===== config.mk =====
export PLATFORM = sky130hd
export DESIGN_NAME = ahb_lite_interconnect
export DESIGN_NICKNAME = d
export VERILOG_FILES = /design/src/rtl/ahb_pkg.sv /design/src/rtl/ahb_default_slave.sv /design/src/rtl/ahb_lite_interconnect.sv
export SDC_FILE = /design/constraint.sdc
export NUM_CORES = 1
export LEC_CHECK = 0
export ABC_AREA = 1
export ABC_CLOCK_PERIOD_IN_PS = 1700
export CAP_MARGIN = 25
export CORE_UTILIZATION = 31
export DETAILED_ROUTE_END_ITERATION = 8
export GPL_TIMING_DRIVEN = 0
export PLACE_DENSITY = 0.8
export SETUP_SLACK_MARGIN = 0.05
export SLEW_MARGIN = 30
export SYNTH_ARGS = -nofsm -noshare
export SYNTH_HDL_FRONTEND = slang
export SYNTH_SLANG_ARGS = --single-unit

===== constraint.sdc =====
create_clock -name HCLK -period 1.7 [get_ports HCLK]
set_input_delay 0.17 -clock HCLK [delete_from_list [all_inputs] [get_ports HCLK]]
set_output_delay 0.17 -clock HCLK [all_outputs]
set_load 0.05 [all_outputs]

===== src/rtl/ahb_pkg.sv =====
// Purpose: shared AHB-Lite encodings and the default-slave state type.
// Latency: none (declarations only).
// Backpressure: none (declarations only).
package ahb_pkg;

   localparam logic [1:0] HTRANS_IDLE   = 2'b00;
   localparam logic [1:0] HTRANS_BUSY   = 2'b01;
   localparam logic [1:0] HTRANS_NONSEQ = 2'b10;
   localparam logic [1:0] HTRANS_SEQ    = 2'b11;

   localparam logic HRESP_OKAY  = 1'b0;
   localparam logic HRESP_ERROR = 1'b1;

   // ERR1/ERR2 form the mandatory two-cycle ERROR response
   typedef enum logic [1:0] {
      DS_IDLE = 2'd0,
      DS_ERR1 = 2'd1,
      DS_ERR2 = 2'd2
   } ds_state_t;

endpackage


===== src/rtl/ahb_default_slave.sv =====
// Purpose: default slave for unmapped accesses: two-cycle ERROR response plus error log.
// Latency: response starts the cycle after the capturing edge; log updates on that same edge.
// Backpressure: inserts exactly one wait state (ERR1) per unmapped NONSEQ/SEQ transfer.
module ahb_default_slave
   import ahb_pkg::*;
(
   input  logic        clk,
   input  logic        rst_n,
   input  logic        capture,
   input  logic        unmapped,
   input  logic        trans_active,
   input  logic [31:0] haddr,
   input  logic        err_clr,
   output logic        hready,
   output logic        hresp,
   output logic [15:0] err_count,
   output logic [31:0] err_addr
);

   ds_state_t state;
   logic      new_err;

   assign new_err = capture & unmapped & trans_active;

   // Response FSM; hready/hresp are registered alongside the state
   always_ff @(posedge clk) begin
      if (!rst_n) begin
         state  <= DS_IDLE;
         hready <= 1'b1;
         hresp  <= HRESP_OKAY;
      end else begin
         case (state)
            DS_ERR1: begin
               state  <= DS_ERR2;
               hready <= 1'b1;
               hresp  <= HRESP_ERROR;
            end
            default: begin
               // IDLE and ERR2 both accept the next address phase when it is captured
               if (capture) begin
                  if (new_err) begin
                     state  <= DS_ERR1;
                     hready <= 1'b0;
                     hresp  <= HRESP_ERROR;
                  end else begin
                     state  <= DS_IDLE;
                     hready <= 1'b1;
                     hresp  <= HRESP_OKAY;
                  end
               end
            end
         endcase
      end
   end

   // Error log: a new error beats a clear, so a clear never loses a fresh error
   always_ff @(posedge clk) begin
      if (!rst_n) begin
         err_count <= 16'h0000;
         err_addr  <= 32'h0000_0000;
      end else if (new_err) begin
         err_addr <= haddr;
         if (err_clr) begin
            err_count <= 16'h0001;
         end else if (err_count != 16'hFFFF) begin
            err_count <= err_count + 16'h0001;
         end
      end else if (err_clr) begin
         err_count <= 16'h0000;
         err_addr  <= 32'h0000_0000;
      end
   end

endmodule


===== src/rtl/ahb_lite_interconnect.sv =====
// Purpose: single-master AHB-Lite decoder, data-phase slave mux and built-in default slave.
// Latency: HSEL_S combinational from HADDR; data-phase outputs follow the selected slave with no added delay.
// Backpressure: HREADY is the selected slave's HREADYOUT (or default-slave ready); sel_q holds while HREADY=0.
module ahb_lite_interconnect
   import ahb_pkg::*;
#(
   parameter int                       NUM_SLAVES    = 4,
   parameter logic [NUM_SLAVES*32-1:0] SLAVE_BASE    = {32'h5200_0000, 32'h5100_0000,
                                                        32'h5000_0000, 32'h0000_0000},
   parameter logic [NUM_SLAVES*32-1:0] SLAVE_MASK    = {NUM_SLAVES{32'hFF00_0000}},
   parameter logic [31:0]              DEFAULT_RDATA = 32'hDEAD_BEEF
) (
   input  logic                       HCLK,
   input  logic                       HRESETn,
   input  logic [31:0]                HADDR,
   input  logic [1:0]                 HTRANS,
   output logic [NUM_SLAVES-1:0]      HSEL_S,
   input  logic [NUM_SLAVES*32-1:0]   HRDATA_S,
   input  logic [NUM_SLAVES-1:0]      HREADYOUT_S,
   input  logic [NUM_SLAVES-1:0]      HRESP_S,
   output logic [31:0]                HRDATA,
   output logic                       HREADY,
   output logic                       HRESP,
   input  logic                       ERR_CLR,
   output logic [15:0]                ERR_COUNT,
   output logic [31:0]                ERR_ADDR
);

   localparam int            SW          = $clog2(NUM_SLAVES + 1);
   localparam logic [SW-1:0] SEL_DEFAULT = SW'(NUM_SLAVES);

   logic [SW-1:0] hit_idx;
   logic          hit_any;
   logic [SW-1:0] sel_q;
   logic          dtrans_q;
   logic          ds_hready;
   logic          ds_hresp;
   logic          unused_htrans0;

   // HTRANS[0] only separates BUSY from IDLE and SEQ from NONSEQ, which routing ignores
   assign unused_htrans0 = HTRANS[0];

   // Address decode; scanning downward lets the lowest matching index win overlaps
   always_comb begin
      hit_idx = SEL_DEFAULT;
      hit_any = 1'b0;
      HSEL_S  = '0;
      for (int i = NUM_SLAVES - 1; i >= 0; i--) begin
         if (((HADDR ^ SLAVE_BASE[i*32 +: 32]) & SLAVE_MASK[i*32 +: 32]) == 32'h0000_0000) begin
            hit_idx   = SW'(i);
            hit_any   = 1'b1;
            HSEL_S    = '0;
            HSEL_S[i] = 1'b1;
         end
      end
   end

   // Data-phase select register, advanced only when the bus is ready
   always_ff @(posedge HCLK) begin
      if (!HRESETn) begin
         sel_q    <= SEL_DEFAULT;
         dtrans_q <= 1'b0;
      end else if (HREADY) begin
         sel_q    <= hit_idx;
         dtrans_q <= HTRANS[1];
      end
   end

   ahb_default_slave u_ds (
      .clk          (HCLK),
      .rst_n        (HRESETn),
      .capture      (HREADY),
      .unmapped     (~hit_any),
      .trans_active (HTRANS[1]),
      .haddr        (HADDR),
      .err_clr      (ERR_CLR),
      .hready       (ds_hready),
      .hresp        (ds_hresp),
      .err_count    (ERR_COUNT),
      .err_addr     (ERR_ADDR)
   );

   // Data-phase mux; an IDLE/BUSY data phase on the default slave is always zero-wait OKAY
   always_comb begin
      HRDATA = DEFAULT_RDATA;
      HREADY = 1'b1;
      HRESP  = HRESP_OKAY;
      if (sel_q == SEL_DEFAULT) begin
         if (dtrans_q) begin
            HREADY = ds_hready;
            HRESP  = ds_hresp;
         end
      end else begin
         for (int i = 0; i < NUM_SLAVES; i++) begin
            if (sel_q == SW'(i)) begin
               HRDATA = HRDATA_S[i*32 +: 32];
               HREADY = HREADYOUT_S[i];
               HRESP  = HRESP_S[i];
            end
         end
      end
   end

endmodule


==> results of run 1 <==
layer usage:
metal  up-vias  global-route usage [%]  wire, microns
met2       231                    55.4           9460
met4         0                    13.0            864
met1      2333                    26.3           5930
met5         -                       0              0
li1       2346                       -              -
met3        54                    6.25           1200
power by group:
| group | switching (W) | internal, W | total [W] | leakage, nW |
|---|---|---|---|---|
| Clock | 0.000464 | 0.000388 | 0.000851 | 0.0540 |
| Combinational | 0.00317 | 0.00244 | 0.00562 | 2.69 |
| Sequential | 0.000152 | 0.00153 | 0.00168 | 0.463 |
| Total | 0.00379 | 0.00436 | 0.00815 | 3.21 |
registers in the layout (all words and copies together), names as in the netlist:
signal          cells
dtrans_q            1
sel_q               3
u_ds.err_addr      32
u_ds.err_count     16
u_ds.hready         1
u_ds.hresp          1
u_ds.state          2
path summary, 6_finish.rpt:
kind	startpoint	end	slack [ns]	cells after the start
setup / recovery	sel_q[0]	HRDATA[1]	-0.43	8
hold / removal	HADDR[11]	u_ds.err_addr[11]	0.41	3
setup reg to reg	sel_q[0]	u_ds.err_count[13]	-0.19	13
hold reg to reg	u_ds.err_addr[23]	u_ds.err_addr[23]	0.47	2
layout by cell type (no fill, tap or decap), types with 14 or more instances in the layout:
cell type / instances
clkdlybuf4s50_1: 172
nand2_1: 129
dfxtp_1: 46
buf_6: 43
a21oi_2: 37
o21ai_4: 35
dlygate4sd2_1: 33
inv_1: 28
buf_4: 28
a21oi_1: 23
nand2_2: 16
nand3_1: 15
nor2_1: 14
dlymetal6s2s_1: 14
Yosys cell counts (all sizes together):
| library cell | instances |
|---|---|
| nor2 | 33 |
| a31oi | 2 |
| a221oi | 1 |
| o22ai | 24 |
| nor3 | 8 |
| o21ai | 56 |
| nand4 | 4 |
| a22oi | 8 |
| xnor2 | 1 |
| o211ai | 2 |
| a211oi | 1 |
| nand2 | 149 |
| xor2 | 5 |
| inv | 39 |
| clkbuf | 16 |
| buf | 11 |
| nand3b | 3 |
| dfxtp | 56 |
| nand3 | 20 |
| a21oi | 69 |
| a21boi | 1 |
| ha | 1 |
| o21bai | 1 |
logic make-up after synthesis:
group / count (synthesis) / synth area share, %
buf+inv: 66 / 8.77
xor+xnor: 6 / 1.57
compound gates: 165 / 27.9
simple gates: 217 / 27.8
fa+ha+maj: 1 / 0.375
flops: 56 / 33.6
area by class of cell:
type	instances	area, sq um	share of cell area, %
timing repair buffer	301	3090	39.3
buffer	26	309	3.92
clock inverter	1	8.76	0.111
tap	136	170	2.16
sequential	56	1150	14.6
multi-input combinational	389	2870	36.4
inverter	39	174	2.21
clock buffer	7	97.6	1.24
antenna	3	7.51	0.0953
timing repair:
item,4_1_cts,5_1_grt
buffers inserted,19,17
cloned,1,7
setup endpoints to repair,119,100
pin swaps,15,45
gates resized for setup,420,132
metrics by stage:
step | util (%) | setup TNS (ns) | total power (W) | setup WS [ns] | cell area [sq um]
final | 75.9 | -18.43 | 0.00815 | -0.430 | 7870
after global routing | 75.9 | -26.76 | 0.00847 | -0.584 | 7870
after CTS | 68.8 | -11.41 | 0.00711 | -0.371 | 7130
after detailed placement | 62.2 | -45.31 | 0.00597 | -1.06 | 6450
after global placement | 62.2 | -41.69 | 0.00590 | -1.02 | 6450
after floorplan | - | -1.02 | 0.00448 | -0.0990 | 3700
tightest hold or removal path: stages:
cell and delay [ns]:
clkdlybuf4s50_1 0.39, nand2_1 0.06, a21oi_1 0.05
==> results_dict.tcl, run 1 <==
set metrics [dict create \
    path_common_cell "nor2_4" \
    synth.cell_area_sq_um 3340 \
    rsz0062_at_grt "yes" \
    grt_antenna_before_repair 3 \
    drc_markers 0 \
    synthDominantCellAreaShare_pct 33.6 \
    post-synth-top-area-cell "dfxtp_1" \
    timing.final.ws_setup_ns -0.430 \
    critical_path.startpoint_type "flop" \
    hold_class "primary input to flop" \
    instances_no_fill 958 \
    initial_standard_cell_utilization_of_the_core_pct 32.2 \
    track_usage_pct 27.7 \
    cts.sink_count 56 \
    worst_path_cell_chain "nor2_4, inv_2, nor2_4, buf_6, clkinvlp_4, o21ai_0, o21ai_2, buf_4" \
    drt_pass1_iterations 7 \
    postSynthRegisterBits 56 \
    post-route-min-period_ns 2.13 \
    antenna_left 0 \
    grt_first_pass_wirelength_mm 24.6 \
    floorplan.die_area_sq_um 11200 \
    drtIter0Drc 248 \
    drv_slew 0 \
    timing.critical_path.fanout_max 8 \
    layout-drive-gt1-share_pct 35.5 \
    postSynthNetCount 685 \
    place.gp.congestion 0.934 \
    endpoint_kind "output pin" \
    die_h_microns 106 \
    cellPowerDensity_nw_per_um2 1030 \
    wire_per_inst_microns 18.2 \
    max_slew_headroom_pct 54.7 \
    cp_num_buf_inv 4 \
    num-fill-cells 727 \
    floorplan_die_width_microns 106 \
    postSynthAreaPerCell_sq_um 6.54 \
    grt_overflow 0 \
    critical_path.slowest_cell "dfxtp_4" \
    arrival_ns 1.96 \
    final_min_period_over_clock_period_pct 125 \
    dpl.hpwl_mm 12.2 \
    grt_start_max_net_pins 18 \
    hold_buffers 0 \
    share_of_synthesized_area_occupied_by_flip_flops_and_latches_pct 33.6 \
    via_per_inst 5.18 \
    cts_root_buffer "clkbuf_8" \
    synth_warnings 0 \
    tightestPinTransition_ns 0.680 \
    cp_peak_stage_delay_ns 0.38 \
    cap_viol_max_count 0 \
    post_synth_inst_count 511 \
    cell_leakage_power_nw 3.21 \
    worst_clock_skew_ns 0.00502 \
    io-pin-count 259 \
    peakVddDrop_v 0.00101 \
    tritoncts "done" \
    timing.final.setup_violations 84 \
    violations "negative setup slack" \
    finalHoldWorstSlack_ns 0.407 \
    drt-total-wl_mm 17.4 \
    layout.nets 992 \
    cts-buffers-inserted 5 \
    clock_tree.buffer_depth 2 \
    netlist-cell-type-count 35 \
    synthTopCellsByArea "dfxtp_1 (34%), nand2_1 (16%), a21oi_1 (8.8%), o21ai_0 (8.2%), o22ai_1 (4.5%)" \
    clock_latency_ns 0.31 \
    critPathKind "flop to output pin" \
    htree_num_levels 2 \
    detailroute.via_count 4964 \
    numPlacedInstances 904 \
    worstPathRequired_ns 1.53 \
    status "finished, violations left" \
    maxClockFrequency_ghz 0.470 \
    placement_rows 37 \
    grt_pass1_vias 4994 \
    clk_transition_reported_paths_ns 0.11 \
    number_of_buffer_cells_added_on_primary_ports 257 \
    critical-path-top-delay-family "buffers and inverters" \
    layout-area-overhead-vs-synth_pct 136 \
    coreArea_sq_um 10400 \
    hold_viol_final 0 \
]
Power figures use the tool's default switching activity.
==> inputs of run 2 (changes only) <==
--- a/config.mk
+++ b/config.mk
@@ -7,7 +7,7 @@
 export LEC_CHECK = 0
 export ABC_AREA = 1
 export ABC_CLOCK_PERIOD_IN_PS = 1700
-export CAP_MARGIN = 25
+export CORE_MARGIN = 3
 export CORE_UTILIZATION = 31
 export DETAILED_ROUTE_END_ITERATION = 8
 export GPL_TIMING_DRIVEN = 0
==> run 2 against run 1 <==
The flow still finishes with violations (negative setup slack). Largest cell class unchanged. Critical path type unchanged. Power rose by 7.4%. Sequential power grew 3%. Register-to-register slack lost 0.07 ns. First-iteration DRC count increased by 22%. Non-clock buffer count increased by 2. Critical endpoint is now HRDATA[15]. Utilization is 2.2 points higher.
==> results_dict.tcl, run 2 (synthesized netlist as in run 1, its figures left out) <==
set metrics [dict create \
    via_per_inst 5.27 \
    critPathKind "flop to output pin" \
    post-route-min-period_ns 2.09 \
    layout-drive-gt1-share_pct 44.2 \
    cap_viol_max_count 0 \
    number_of_buffer_cells_added_on_primary_ports 257 \
    endpoint_kind "output pin" \
    multi_input_comb_area_sq_um 3140 \
    sequential_cell_area_sq_um 1150 \
    drt_pass1_iterations 4 \
    cts_root_buffer "clkbuf_8" \
    rsz0062_at_grt "yes" \
    clock_latency_ns 0.33 \
    track_usage_pct 26.7 \
    timing.final.setup_violations 85 \
    worst_path_cell_chain "nor2_4, inv_2, nor2_4, buf_6, clkinvlp_4, buf_8, o21ai_2, o21ai_4, buf_4" \
    timing.final.ws_setup_ns -0.395 \
    largest_register_ff_count 32 \
    finalHoldWorstSlack_ns 0.388 \
    htree_num_levels 2 \
    cts.sink_count 56 \
    violations "negative setup slack" \
    layout-area-overhead-vs-synth_pct 144 \
    path_common_cell "nor2_4" \
    drv_slew 0 \
    status "finished, violations left" \
    drt-total-wl_mm 18.8 \
    numPlacedInstances 904 \
    cp_num_buf_inv 5 \
    tightestPinTransition_ns 0.757 \
    cell_leakage_power_nw 3.32 \
    timing.critical_path.fanout_max 10 \
    wire_per_inst_microns 19.6 \
    final_common_cell "clkdlybuf4s50_1" \
    worstPathRequired_ns 1.53 \
    hold_viol_final 0 \
    worst_clock_skew_ns 0.00828 \
    grt_pass1_vias 4993 \
    grt_antenna_before_repair 2 \
    final_min_period_over_clock_period_pct 123 \
    grt_first_pass_wirelength_mm 25.0 \
    floorplan_die_width_microns 110 \
    placement_rows 37 \
    critical_path.slowest_cell "dfxtp_4" \
    tritoncts "done" \
    floorplan.die_area_sq_um 12100 \
    grt_overflow 0 \
    layout_top_registers "u_ds.err_addr x32, u_ds.err_count x16, sel_q x3" \
    critical_path.startpoint_type "flop" \
    initial_standard_cell_utilization_of_the_core_pct 32.1 \
    layout.nets 994 \
    die_h_microns 110 \
    mostFrequentLayoutCells "clkdlybuf4s50_1 (171), nand2_1 (77), a21oi_2 (50), dlygate4sd2_1 (48), dfxtp_1 (46)" \
    grt_start_max_net_pins 20 \
    drc_markers 0 \
    place.gp.congestion 0.895 \
    max_slew_headroom_pct 49.6 \
    coreArea_sq_um 10400 \
    clock_tree.buffer_depth 2 \
    io-pin-count 259 \
    antenna_left 0 \
    num-fill-cells 606 \
    critical-path-top-delay-family "buffers and inverters" \
    peakVddDrop_v 0.000994 \
    register_containing_the_most_flip_flops_in_the_final_layout "u_ds.err_addr" \
    clk_transition_reported_paths_ns 0.11 \
    drtIter0Drc 303 \
    cp_peak_stage_delay_ns 0.38 \
    dpl.hpwl_mm 12.4 \
    maxClockFrequency_ghz 0.477 \
    instances_no_fill 959 \
    cellPowerDensity_nw_per_um2 1080 \
    cts-buffers-inserted 5 \
    hold_class "primary input to flop" \
    arrival_ns 1.92 \
    detailroute.via_count 5051 \
]
[run 2: power by group]
group,switching [W],total (W),internal [W]
registers,0.000199,0.00173,0.00153
logic,0.00350,0.00623,0.00273
clock network,0.000489,0.000792,0.000302
[run 2: final timing paths]
| kind | end | slack, ns | startpoint | cells after the start |
|---|---|---|---|---|
| worst max-delay path | HRDATA[15] | -0.39 | sel_q[0] | 9 |
| worst min-delay path | u_ds.err_addr[10] | 0.39 | HADDR[10] | 3 |
| worst max register to register | u_ds.err_count[6] | -0.26 | sel_q[2] | 14 |
| worst min register to register | u_ds.err_addr[21] | 0.48 | u_ds.err_addr[21] | 2 |
[run 2: worst reg2reg max path, delay by kind of cell, from the launching register on]
family	cells	cell delay, ns
compound gates	2	0.20
simple gates	7	0.67
buf+inv	5	0.56
flops	1	0.38
[run 2: what timing repair did]
| item | in CTS | in global routing |
|---|---|---|
| gates cloned | 5 | 5 |
| gates resized for setup | 431 | 209 |
| setup endpoints to repair | 134 | 91 |
| hold endpoints to repair | 0 | 0 |
| buffers inserted | 24 | 13 |
| hold buffers | 0 | 0 |
| pin swaps | 13 | 43 |
[run 2: stage by stage]
stage / TNS [ns] / total power (W) / instance area (sq um) / worst slack (ns) / util, %
finish: -18.31 / 0.00875 / 8140 / -0.395 / 78.1
global route: -25.73 / 0.00909 / 8140 / -0.462 / 78.1
CTS: -11.82 / 0.00748 / 7220 / -0.358 / 69.4
detailed placement: -46.11 / 0.00597 / 6450 / -1.06 / 61.9
global placement: -42.05 / 0.00590 / 6450 / -1.01 / 61.9
floorplan: -1.02 / 0.00448 / 3700 / -0.0990 / -
[run 2: area by class of cell]
cell class              count  area share [%]
repair buffers            303            38.1
clock buffers               5           0.846
diodes                      2          0.0615
multi-input cells         389            38.6
plain buffers              26            3.69
inverters                  39            2.26
flip-flops and latches     56            14.1
clock inverters             3           0.308
well taps                 136            2.09
[run 2: layer usage]
layer	global-route usage [%]	share of wire [%]	vias up
met5	0	0	-
met4	16.0	5.8	0
met3	10.0	10	74
met2	49.5	53	263
met1	24.3	32	2361
li1	-	-	2353
